[config.mk]
export PLATFORM = sky130hd
export DESIGN_NAME = dfh_chain_responder
export DESIGN_NICKNAME = d
export VERILOG_FILES = /design/src/rtl/dfh_resp_pkg.sv /design/src/rtl/dfh_resp_addr_dec.sv /design/src/rtl/dfh_chain_responder.sv
export SDC_FILE = /design/constraint.sdc
export NUM_CORES = 1
export LEC_CHECK = 0
export ABC_AREA = 0
export CAP_MARGIN = 20
export CORE_ASPECT_RATIO = 0.8
export CORE_UTILIZATION = 17
export DETAILED_ROUTE_END_ITERATION = 12
export PLACE_DENSITY = 0.82
export SLEW_MARGIN = 10
export SYNTH_ARGS = -nofsm -noshare
export SYNTH_HDL_FRONTEND = slang
export SYNTH_SLANG_ARGS = --single-unit
[constraint.sdc]
create_clock -name clk -period 1.55 [get_ports clk]
set_input_delay 0.2325 -clock clk [delete_from_list [all_inputs] [get_ports clk]]
set_output_delay 0.2325 -clock clk [all_outputs]
set_load 0.01 [all_outputs]
[src/rtl/dfh_resp_pkg.sv]
// rtl/dfh_resp_pkg.sv - shared DFH layout, response codes and register offsets for the DFH chain responder.
package dfh_resp_pkg;

  localparam logic [1:0] RESP_OKAY   = 2'b00;
  localparam logic [1:0] RESP_SLVERR = 2'b10;

  localparam int DFH_OFF     = 'h0;
  localparam int SCRATCH_OFF = 'h8;

  typedef struct packed {
    logic [3:0]  feat_type;
    logic [18:0] rsvd;
    logic        eol;
    logic [23:0] nxt;
    logic [3:0]  major;
    logic [11:0] id;
  } t_dfh;

  function automatic t_dfh build_dfh(input logic [3:0]  ftype,
                                     input logic [11:0] id,
                                     input logic [3:0]  major,
                                     input logic        eol,
                                     input logic [23:0] nxt);
    t_dfh d;
    d.feat_type = ftype;
    d.rsvd      = '0;
    d.eol       = eol;
    d.nxt       = nxt;
    d.major     = major;
    d.id        = id;
    return d;
  endfunction

endpackage

[src/rtl/dfh_resp_addr_dec.sv]
// rtl/dfh_resp_addr_dec.sv - splits a CSR address into feature index and window offset, flags legal accesses.
module dfh_resp_addr_dec #(
  parameter int ADDR_W    = 20,
  parameter int NUM_FEAT  = 4,
  parameter int FEAT_SIZE = 'h1000,
  parameter int REG_W     = $clog2(FEAT_SIZE),
  parameter int FIDX_W    = (NUM_FEAT > 1) ? $clog2(NUM_FEAT) : 1
) (
  input  logic [ADDR_W-1:0] addr_i,
  output logic [FIDX_W-1:0] feat_o,
  output logic [REG_W-1:0]  reg_o,
  output logic              valid_o
);

  logic [ADDR_W-1:0] hi;

  // Full-width window number so addresses beyond the last feature are still caught.
  assign hi      = addr_i >> REG_W;
  assign feat_o  = hi[FIDX_W-1:0];
  assign reg_o   = addr_i[REG_W-1:0];
  assign valid_o = (addr_i[2:0] == 3'b000) && (hi < ADDR_W'(NUM_FEAT));

endmodule

[src/rtl/dfh_chain_responder.sv]
// rtl/dfh_chain_responder.sv - CSR leaf slave presenting a DFH chain with optional per-feature scratch.
// Scratch registers exist only when DFH_RESP_SCRATCH_EN is defined.
module dfh_chain_responder
  import dfh_resp_pkg::*;
#(
  parameter int                        NUM_FEAT   = 4,
  parameter int                        FEAT_SIZE  = 'h1000,
  parameter int                        ADDR_W     = 20,
  parameter logic [NUM_FEAT-1:0][11:0] FEAT_ID    = '0,
  parameter logic [NUM_FEAT-1:0][3:0]  FEAT_TYPE  = '0,
  parameter logic [NUM_FEAT-1:0][3:0]  FEAT_MAJOR = '0
) (
  input  logic              clk,
  input  logic              rst_n,
  input  logic              s_awvalid,
  output logic              s_awready,
  input  logic [ADDR_W-1:0] s_awaddr,
  input  logic              s_wvalid,
  output logic              s_wready,
  input  logic [63:0]       s_wdata,
  input  logic [7:0]        s_wstrb,
  output logic              s_bvalid,
  input  logic              s_bready,
  output logic [1:0]        s_bresp,
  input  logic              s_arvalid,
  output logic              s_arready,
  input  logic [ADDR_W-1:0] s_araddr,
  output logic              s_rvalid,
  input  logic              s_rready,
  output logic [63:0]       s_rdata,
  output logic [1:0]        s_rresp
);

  localparam int REG_W  = $clog2(FEAT_SIZE);
  localparam int FIDX_W = (NUM_FEAT > 1) ? $clog2(NUM_FEAT) : 1;

  localparam logic [0:0] R_IDLE = 1'b0;
  localparam logic [0:0] R_RESP = 1'b1;
  localparam logic [0:0] W_IDLE = 1'b0;
  localparam logic [0:0] W_RESP = 1'b1;

  logic [0:0]  r_state_q, r_state_d;
  logic [0:0]  w_state_q, w_state_d;
  logic        init_q;
  logic [63:0] rdata_q, rdata_d;
  logic [1:0]  rresp_q, rresp_d;
  logic [1:0]  bresp_q, bresp_d;

  logic [FIDX_W-1:0] ar_feat, aw_feat;
  logic [REG_W-1:0]  ar_reg, aw_reg;
  logic              ar_ok, aw_ok;
  logic              ar_hs, aw_hs;

  dfh_resp_addr_dec #(
    .ADDR_W(ADDR_W), .NUM_FEAT(NUM_FEAT), .FEAT_SIZE(FEAT_SIZE), .REG_W(REG_W), .FIDX_W(FIDX_W)
  ) u_ar_dec (
    .addr_i(s_araddr), .feat_o(ar_feat), .reg_o(ar_reg), .valid_o(ar_ok)
  );

  dfh_resp_addr_dec #(
    .ADDR_W(ADDR_W), .NUM_FEAT(NUM_FEAT), .FEAT_SIZE(FEAT_SIZE), .REG_W(REG_W), .FIDX_W(FIDX_W)
  ) u_aw_dec (
    .addr_i(s_awaddr), .feat_o(aw_feat), .reg_o(aw_reg), .valid_o(aw_ok)
  );

  t_dfh dfh_words [NUM_FEAT];

  for (genvar i = 0; i < NUM_FEAT; i++) begin : g_dfh
    localparam logic EOL = (i == NUM_FEAT - 1);
    assign dfh_words[i] = build_dfh(FEAT_TYPE[i], FEAT_ID[i], FEAT_MAJOR[i], EOL,
                                    EOL ? 24'h0 : 24'(FEAT_SIZE));
  end

  // init_q keeps the ready outputs low until the first clock after reset release.
  assign s_arready = init_q && (r_state_q == R_IDLE);
  assign s_awready = init_q && (w_state_q == W_IDLE);
  assign s_wready  = s_awready;
  assign s_rvalid  = (r_state_q == R_RESP);
  assign s_bvalid  = (w_state_q == W_RESP);
  assign s_rdata   = rdata_q;
  assign s_rresp   = rresp_q;
  assign s_bresp   = bresp_q;

  assign ar_hs = s_arvalid && s_arready;
  assign aw_hs = s_awvalid && s_wvalid && s_awready;

`ifdef DFH_RESP_SCRATCH_EN
  logic [63:0] scratch_q [NUM_FEAT];

  always_ff @(posedge clk or negedge rst_n) begin
    if (!rst_n) begin
      for (int i = 0; i < NUM_FEAT; i++) scratch_q[i] <= '0;
    end else if (aw_hs && aw_ok && (aw_reg == REG_W'(SCRATCH_OFF))) begin
      for (int b = 0; b < 8; b++) begin
        if (s_wstrb[b]) scratch_q[aw_feat][b*8 +: 8] <= s_wdata[b*8 +: 8];
      end
    end
  end
`else
  logic unused_wr;
  assign unused_wr = ^{aw_feat, aw_reg, s_wdata, s_wstrb};
`endif

  always_comb begin
    rdata_d = '0;
    rresp_d = RESP_SLVERR;
    if (ar_ok) begin
      rresp_d = RESP_OKAY;
      if (ar_reg == REG_W'(DFH_OFF)) rdata_d = dfh_words[ar_feat];
`ifdef DFH_RESP_SCRATCH_EN
      else if (ar_reg == REG_W'(SCRATCH_OFF)) rdata_d = scratch_q[ar_feat];
`endif
    end
  end

  always_comb begin
    r_state_d = r_state_q;
    w_state_d = w_state_q;
    bresp_d   = aw_ok ? RESP_OKAY : RESP_SLVERR;
    if (r_state_q == R_IDLE) begin
      if (ar_hs) r_state_d = R_RESP;
    end else if (s_rready) begin
      r_state_d = R_IDLE;
    end
    if (w_state_q == W_IDLE) begin
      if (aw_hs) w_state_d = W_RESP;
    end else if (s_bready) begin
      w_state_d = W_IDLE;
    end
  end

  always_ff @(posedge clk or negedge rst_n) begin
    if (!rst_n) begin
      r_state_q <= R_IDLE;
      w_state_q <= W_IDLE;
      init_q    <= 1'b0;
      rdata_q   <= '0;
      rresp_q   <= RESP_OKAY;
      bresp_q   <= RESP_OKAY;
    end else begin
      r_state_q <= r_state_d;
      w_state_q <= w_state_d;
      init_q    <= 1'b1;
      if (ar_hs) begin
        rdata_q <= rdata_d;
        rresp_q <= rresp_d;
      end
      if (aw_hs) bresp_q <= bresp_d;
    end
  end

endmodule

==> results <==
## metrics by stage
step / hold WS (ps) / util, % / worst slack, ps
4_1_cts: 288 / 24.8 / 130
5_1_grt: 311 / 24.8 / 54.1
2_1_floorplan: -63.1 / - / 229
3_3_place_gp: 484 / 23.8 / -76.5
3_5_place_dp: 493 / 23.8 / -101
6_report: 279 / 24.8 / 143
## synth_stat cells, drive strengths merged, types with 2 or more instances
library cell / count
buf: 65
dfrtp: 7
nand3: 4
nand2: 3
nor2: 3
nor4: 3
conb: 2
inv: 2
mux2: 2
nor2b: 2
nor3: 2
o21ai: 2
o31ai: 2
## placed cells by master, fill, tap and decap left out
cell and instances:
nor2b_2 1, nand4_1 1, nand3b_4 1, o31ai_1 2, nand3_1 4, buf_4 1
clkbuf_8 3, dfrtp_1 7, dlygate4sd2_1 3, nor2b_1 1, nor4_1 3, conb_1 65
inv_1 2, nand2_1 3, o21ai_0 2, nor3_1 2, mux2_2 2, or4_1 1
clkbuf_1 1, clkdlybuf4s50_1 41, nor2_1 3
## worst paths after layout
kind                                    startpoint                      end  slack, ps  cells after the start
setup / recovery                         s_arvalid  s_rdata[40]$_DFFE_PN0P_        140                      4
hold / removal                               rst_n       s_bvalid$_DFF_PN0_        280                      1
setup reg to reg                s_rvalid$_DFF_PN0_  s_rdata[40]$_DFFE_PN0P_        170                      3
hold reg to reg            s_rdata[28]$_DFFE_PN0P_  s_rdata[28]$_DFFE_PN0P_        490                      2
max in group asynchronous                    rst_n       s_rvalid$_DFF_PN0_       1030                      1
min in group clk           s_rdata[28]$_DFFE_PN0P_  s_rdata[28]$_DFFE_PN0P_        490                      2
## logic make-up (layout without fill, tap and decap cells)
group	after synthesis	in the layout
other	2	65
buffers and inverters	67	51
multiplexers	2	2
AO/OA/AOI/OAI	4	4
flip-flops	7	7
AND/OR/NAND/NOR	20	20
## registers in the layout, summed over array words and instances, names as in the netlist
register and cells:
s_bvalid 1, s_rvalid 1, s_bresp 1, init_q 1, s_rdata 2, s_rresp 1
## worst max-delay path, cell delays in order
cell	delay, ps
clkdlybuf4s50_1	500
nand3b_4	110
or4_1	450
o31ai_1	230
## where the power goes
| part | switching (µW) | internal, µW |
|---|---|---|
| registers | 6.14 | 191 |
| logic | 108 | 106 |
| clock network | 68.6 | 177 |
## area by class of cell
| cell class | instances | area (µm²) | share of cell area [%] |
|---|---|---|---|
| clock buffer | 4 | 45.0 | 3.89 |
| inverter | 2 | 7.51 | 0.648 |
| multi-input combinational | 91 | 412 | 35.5 |
| sequential | 7 | 175 | 15.1 |
| tap | 60 | 75.1 | 6.48 |
| timing repair buffer | 45 | 444 | 38.3 |
## per-layer routing
layer	vias up	routed length [µm]
met1	272	487
li1	292	-
met3	2	104
met4	0	36
met5	-	0
met2	36	924
==> results_dict.tcl <==
set metrics [dict create \
    status "completed" \
    hold_viol_final 0 \
    antenna_found_initial 0 \
    yosys.cell_types.count 16 \
    synth_top_family_by_area "buffers and inverters" \
    syn_avg_cell_area_um2 8.27 \
    grtUsageMet3_pct 0.986 \
    critPathMaxFanout 5 \
    synthArstFlopShare_pct 100 \
    vdd_ir_drop_max_uv 239 \
    core_area_um2 4680 \
    clock_skew_ps 0.839 \
    clk_pin_slew_ps 40 \
    grt_pass1_vias 457 \
    synth_top_area_share_pct 57.9 \
    dp_hpwl_um 1430 \
    num_rows 22 \
    vias 602 \
    syn2layout_area_growth_pct 37.4 \
    dp.cells 205 \
    dieHeight_um 65.0 \
    avgViaCountPerCell 2.88 \
    synth_compound_area_share_pct 2.97 \
    drtPass1Iterations 4 \
    numCtsBuffers 3 \
    gp_congestion 0.631 \
    rsz0062_at_grt "false" \
    io_buffers 44 \
    yosys.area.top_type "buf_4" \
    synth-simple-area-share_pct 13.9 \
    pin_count 192 \
    grt_pass1_wl_um 1980 \
    grt_max_degree 8 \
    yosys_most_used_dff "dfrtp_1" \
    worstPathRequired_ps 1680 \
    worstSetupPathType "in2reg" \
    clock_latency_ps 220 \
    wl_per_cell_um 7.43 \
    finalWirelength_um 1550 \
    synthAdderAreaFrac_pct 0 \
    cts_hold_buf 0 \
    use_met1_pct 4.82 \
    cts_tree "yes" \
    min_path_type "in2async" \
    grt_use_met2_pct 9.64 \
    die_width_um 80.7 \
    postRouteAntennaNets 0 \
    post_cts_resized 4 \
    post-route-drc-count 0 \
    synth_mux_area_share_pct 2.67 \
    top_usage_layer "met2" \
    cts_sinks 7 \
    postCtsSetupRepairBufs 0 \
    yosys.area_share.xor_xnor_pct 0 \
    cp.arrival_ps 1530 \
    finalNonFillerCells 209 \
    grt_use_total_pct 5.22 \
    drv_cap 0 \
    overflow 0 \
    synth_edf_count 0 \
    synth-seq-cells 7 \
    layout.nets 269 \
    die_area_um2 5250 \
    crit_path_start_kind "input port" \
    clockRootBuffer "clkbuf_8" \
    fin_crit_sh_pct 90.8 \
    cts.path.max_buffers 2 \
    min_period_ps 1410 \
    power_uw 656 \
    synth-seq-area-share_pct 20.8 \
    layout-drive-gt1-share_pct 5.37 \
    max_freq_ghz 0.710 \
    cts_max_level 1 \
    synth_area_um2 843 \
    power.density_nw_per_um2 567 \
    setup_tns_ps 0 \
    power.leakage_uw 0.000551 \
    drt-initial-drc-count 6 \
    fill_cells 519 \
    netlist_top_cells_area "buf_4, dfrtp_1, mux2_2, nand3_1, nand3b_4" \
    synth_warnings 0 \
    end_kind "flop" \
    slew_viol_final 0 \
    place_area_um2 1110 \
    setup_viol 0 \
    final_area_um2 1160 \
    syn_inst 102 \
    start_util_pct 18.0 \
    n_antenna_cell 0 \
]
No activity file was read; power rests on OpenSTA's default activity.
